File: config.mk
export PLATFORM = sky130hd
export DESIGN_NAME = iob_alarm_core
export DESIGN_NICKNAME = d
export VERILOG_FILES = /design/src/rtl/iob_alarm_core.sv
export SDC_FILE = /design/constraint.sdc
export NUM_CORES = 1
export LEC_CHECK = 0
export CORE_UTILIZATION = 40
export DETAILED_ROUTE_END_ITERATION = 16
export HOLD_SLACK_MARGIN = 0.05
export SKIP_CTS_REPAIR_TIMING = 1
export SKIP_LAST_GASP = 1
export SYNTH_ARGS = -nofsm -noshare
export SYNTH_HDL_FRONTEND = slang
export SYNTH_SLANG_ARGS = --single-unit
export TNS_END_PERCENT = 20
File: constraint.sdc
create_clock -name clk_i -period 3.1 [get_ports clk_i]
set_input_delay 0.31 -clock clk_i [delete_from_list [all_inputs] [get_ports clk_i]]
set_output_delay 0.31 -clock clk_i [all_outputs]
set_load 0.02 [all_outputs]
File: src/rtl/iob_alarm_core.sv
// iob_alarm_core: programmable countdown alarm.
//
// Software loads a tick count, a prescale divider and a mode. After
// (prescale+1)*count enabled cycles the core raises a sticky irq_o.
// In periodic mode the count reloads with no gap. An expiry that
// arrives while irq_o is still pending sets the sticky overrun_o.
//
// Ports:
//   clk_i       system clock
//   arst_n_i    asynchronous active-low reset
//   cke_i       clock enable; 0 freezes every register
//   en_i        count enable; 0 pauses prescaler and countdown
//   load_i      strobe: capture load_val_i/prescale_i/periodic_i, (re)start
//   load_val_i  ticks to expiry (0 raises irq_o at once without running)
//   prescale_i  divider minus one
//   periodic_i  1 = auto-reload, 0 = one-shot
//   ack_i       strobe: clear irq_o and overrun_o
//   count_o     remaining ticks
//   busy_o      high while running
//   irq_o       sticky expiry flag
//   overrun_o   sticky expiry-while-pending flag
module iob_alarm_core #(
  parameter int DATA_W     = 32,
  parameter int PRESCALE_W = 16
) (
  input  logic                  clk_i,
  input  logic                  arst_n_i,
  input  logic                  cke_i,
  input  logic                  en_i,
  input  logic                  load_i,
  input  logic [DATA_W-1:0]     load_val_i,
  input  logic [PRESCALE_W-1:0] prescale_i,
  input  logic                  periodic_i,
  input  logic                  ack_i,
  output logic [DATA_W-1:0]     count_o,
  output logic                  busy_o,
  output logic                  irq_o,
  output logic                  overrun_o
);

  typedef enum logic {ST_IDLE, ST_RUN} state_t;

  localparam logic [DATA_W-1:0]     CNT_ONE = DATA_W'(1);
  localparam logic [PRESCALE_W-1:0] PSC_ONE = PRESCALE_W'(1);

  state_t                  state_q, state_d;
  logic [DATA_W-1:0]       count_q, count_d;
  logic [DATA_W-1:0]       reload_q, reload_d;
  logic [PRESCALE_W-1:0]   psc_lim_q, psc_lim_d;
  logic [PRESCALE_W-1:0]   psc_cnt_q, psc_cnt_d;
  logic                    periodic_q, periodic_d;
  logic                    irq_q, irq_d;
  logic                    ovr_q, ovr_d;

  logic                    tick;
  logic                    expiry;
  logic                    zero_load;
  logic                    event_hit;

  // Decrement that saturates at zero so the countdown can never wrap.
  function automatic logic [DATA_W-1:0] sat_dec(input logic [DATA_W-1:0] v);
    return (v == '0) ? '0 : v - CNT_ONE;
  endfunction

  always_comb begin
    state_d    = state_q;
    count_d    = count_q;
    reload_d   = reload_q;
    psc_lim_d  = psc_lim_q;
    psc_cnt_d  = psc_cnt_q;
    periodic_d = periodic_q;
    irq_d      = irq_q;
    ovr_d      = ovr_q;
    tick       = 1'b0;
    expiry     = 1'b0;
    zero_load  = 1'b0;
    event_hit  = 1'b0;

    // Prescaler: one tick every (psc_lim_q+1) enabled cycles in RUN.
    if (state_q == ST_RUN && en_i) begin
      if (psc_cnt_q == psc_lim_q) begin
        tick      = 1'b1;
        psc_cnt_d = '0;
      end else begin
        psc_cnt_d = psc_cnt_q + PSC_ONE;
      end
    end

    if (tick) begin
      if (count_q > CNT_ONE) begin
        count_d = sat_dec(count_q);
      end else begin
        expiry = 1'b1;
        if (periodic_q) begin
          count_d = reload_q;
        end else begin
          count_d = '0;
          state_d = ST_IDLE;
        end
      end
    end

    // A load overrides whatever the tick logic decided on this edge,
    // including a coincident expiry.
    if (load_i) begin
      if (load_val_i != '0) begin
        count_d    = load_val_i;
        reload_d   = load_val_i;
        psc_cnt_d  = '0;
        psc_lim_d  = prescale_i;
        periodic_d = periodic_i;
        state_d    = ST_RUN;
      end else begin
        zero_load = 1'b1;
        psc_cnt_d = '0;
        state_d   = ST_IDLE;
        count_d   = (state_q == ST_RUN) ? '0 : count_q;
      end
    end

    event_hit = zero_load | (expiry & ~load_i);

    // A coincident ack retires the old event; the new one re-arms irq.
    if (event_hit) begin
      irq_d = 1'b1;
      ovr_d = ack_i ? 1'b0 : (ovr_q | irq_q);
    end else if (ack_i) begin
      irq_d = 1'b0;
      ovr_d = 1'b0;
    end
  end

  always_ff @(posedge clk_i or negedge arst_n_i) begin
    if (!arst_n_i) begin
      state_q    <= ST_IDLE;
      count_q    <= '0;
      reload_q   <= '0;
      psc_lim_q  <= '0;
      psc_cnt_q  <= '0;
      periodic_q <= 1'b0;
      irq_q      <= 1'b0;
      ovr_q      <= 1'b0;
    end else if (cke_i) begin
      state_q    <= state_d;
      count_q    <= count_d;
      reload_q   <= reload_d;
      psc_lim_q  <= psc_lim_d;
      psc_cnt_q  <= psc_cnt_d;
      periodic_q <= periodic_d;
      irq_q      <= irq_d;
      ovr_q      <= ovr_d;
    end
  end

  assign count_o   = count_q;
  assign busy_o    = (state_q == ST_RUN);
  assign irq_o     = irq_q;
  assign overrun_o = ovr_q;

endmodule

==> impl_metrics.yaml <==
critical_path:
  criticalPathCategory: "reg2reg"
  start_kind: "register"
  reg2reg_from: "psc_cnt_q[4]"
  startpoint: "psc_cnt_q[4]"
  worstPathRequired_ps: 3340
  crit_arrival_ps: 3060
  cp-end-kind: "register"
  rr_worst_depth: 7
  cp_max_fo: 18
min_path:
  hold_class: "in2async"
run_status:
  status: "completed"
drt:
  num_vias: 4438
  ant_nets: 0
  drt_iter0_drc: 297
  viasPerCell: 5.49
  wire_per_inst_um: 17.6
  drc: 0
  drt-pass1-iter-count: 4
  wl_um: 14200
timing:
  hold_violations: 0
  grt_setup_unrepaired: "no"
  clock_skew_ps: 8.15
  slew_headroom_pct: 49.3
  timing.final.ws_setup_ps: 279
  period_minus_slack_ps: 2820
  fmax_mhz: 355
  period_share_pct: 91.0
  slew_viol_final: 0
  worst_slew_pin_slew_ps: 760
  tns_ps: 0
  finalSetupViolCount: 0
floorplanning:
  start_util_pct: 41.2
  fp.dieW_um: 119
  coreArea_um2: 13300
  rows: 42
  die_h_um: 119
  dieArea_um2: 14200
  pin_count: 90
grt:
  track_usage_pct: 21.4
  grt_pass1_vias: 4443
  grt_pass1_wl_um: 23400
  grt_overflow: 0
  antenna_found_initial: 0
  grt_start_max_net_pins: 58
synth:
  synth_cell_types: 58
  yosys-top-cells-area: "dfrtp_1, mux2_2, xor2_1"
  postSynthAreaPerCell_um2: 10.2
  yosys.area.top_type: "dfrtp_1"
  synth_top_area_share_pct: 45.6
  ys.flop_type: "dfrtp_1"
  ys_ff_latch: 100
  syn_inst: 538
  synthesis.nets: 597
  synth_warnings: 0
  synth_edf_count: 0
  synthArstFlopShare_pct: 100
  synth_area_um2: 5480
  ys_seq_area_share_pct: 45.6
power:
  powerDensity_nw_per_um2: 619
  leakage_nw: 2.88
  irDropWorstVdd_mv: 0.314
  power_w: 0.00426
place:
  port_buffers: 89
  finalWeightedCongestion: 0.798
  post-place-ws_ps: 231
  dp_hpwl_um: 9910
  dp_cells: 792
layout:
  utilization_pct: 51.8
  diodes: 0
  syn_to_final_growth_pct: 25.6
  nets: 686
  stdcell_count: 808
  final_layout_size_suffix_gt1_share_pct: 13.8
clock_network:
  clock_sinks: 100
  h-tree-depth: 3
  cts_root_buf: "clkbuf_16"
  cts_buffer_depth: 2
  path_clk_slew_ps: 70
  cts_buffers: 9
  clk_latency_ps: 360
  tritoncts: "done"
flow_run:
  maxCapViolations: 0
==> final timing paths <==
check                                      to  slack, ps
worst max-delay path            psc_lim_q[10]        280
worst min-delay path              count_o[14]         30
worst max register to register  psc_lim_q[10]        280
worst min register to register   reload_q[27]        490
max in group asynchronous        psc_lim_q[1]       2370
min in group clk_i                     busy_o        390
==> registers in the layout, indices dropped and copies added, names as in the netlist <==
name        cells
reload_q       32
psc_lim_q      16
busy_o          1
count_o        32
psc_cnt_q      16
periodic_q      1
irq_o           1
overrun_o       1
==> cell type report <==
class | instances | area, um^2
clock buffer | 11 | 233
clock inverter | 5 | 37.5
inverter | 7 | 26.3
sequential | 100 | 2500
timing repair buffer | 107 | 1080
tap | 176 | 220
multi-input combinational | 402 | 2790
fill | 1216 | 6410
==> stage by stage <==
step / hold WS, ps / cell area, um^2
2_1_floorplan: 14.4 / 5480
3_3_place_gp: 429 / 6620
3_5_place_dp: 432 / 6620
4_1_cts: 50.1 / 6890
5_1_grt: 80.8 / 6890
6_report: 25.8 / 6890
==> Yosys cell counts (all sizes together) (2+ instances only) <==
library cell / number
a211oi: 12
a21o: 3
a21oi: 22
a22o: 5
a22oi: 11
a2bb2oi: 2
a32o: 8
and2: 3
and3: 6
buf: 14
clkbuf: 15
dfrtp: 100
ha: 4
inv: 7
mux2: 41
mux2i: 6
nand2: 53
nand2b: 6
nand3: 7
nand3b: 2
nand4: 3
nor2: 43
nor2b: 14
nor3: 14
nor4: 20
o2111a: 2
o211ai: 2
o21a: 3
o21ai: 25
o31ai: 13
o41ai: 2
or3: 3
or4: 4
xnor2: 21
xor2: 32
==> worst max-delay path: stages, from the launching register on <==
cell      delay, ps
dfrtp_1         450
xor2_1          180
nor4_1          350
a41o_1          450
o211ai_4        160
nor2b_4         510
buf_12          240
mux2_2          350
==> cell usage in the layout, fill, tap and decap left out, types with 6 or more instances in the layout <==
cell type | Yosys | final
o21ai_0 | 23 | 23
a32o_1 | 8 | 8
o31ai_1 | 13 | 13
a22oi_1 | 11 | 11
buf_4 | 2 | 14
nand2b_1 | 6 | 6
nor4_1 | 20 | 20
xnor2_1 | 21 | 21
inv_1 | 7 | 7
clkbuf_16 | 0 | 9
xor2_1 | 32 | 32
clkdlybuf4s50_1 | 0 | 87
nand3_1 | 7 | 7
mux2i_1 | 6 | 6
a21oi_1 | 22 | 22
dfrtp_1 | 100 | 100
mux2_2 | 41 | 41
nor3_1 | 13 | 13
nor2b_1 | 13 | 13
a211oi_1 | 12 | 12
and3_1 | 6 | 6
nand2_1 | 52 | 52
nor2_1 | 42 | 42
==> power breakdown <==
| part | internal [W] | leakage, nW | switching [W] | total (W) |
|---|---|---|---|---|
| sequential | 0.00160 | 1.25 | 0.000308 | 0.00190 |
| clock | 0.000548 | 0.126 | 0.000509 | 0.00106 |
| combinational | 0.000687 | 1.51 | 0.000612 | 0.00130 |
==> cell families (layout without fill, tap and decap cells) <==
logic type / count (synthesis) / in the layout / share of synthesized area, %
AND/OR/NAND/NOR: 181 / 181 / 16.8
buffers and inverters: 36 / 130 / 3.70
AO/OA/AOI/OAI: 117 / 117 / 15.0
multiplexers: 47 / 47 / 9.51
adder cells (fa/ha/maj): 4 / 4 / 0.913
XOR/XNOR: 53 / 53 / 8.46
flip-flops: 100 / 100 / 45.6
==> routing by layer <==
metal  global-route usage [%]  routed length (um)
met4                     5.30                 162
met3                     5.70                 549
met2                     36.8                7240
met1                     26.4                6290
met5                        0                   0
No activity file was read; power rests on OpenSTA's default activity.
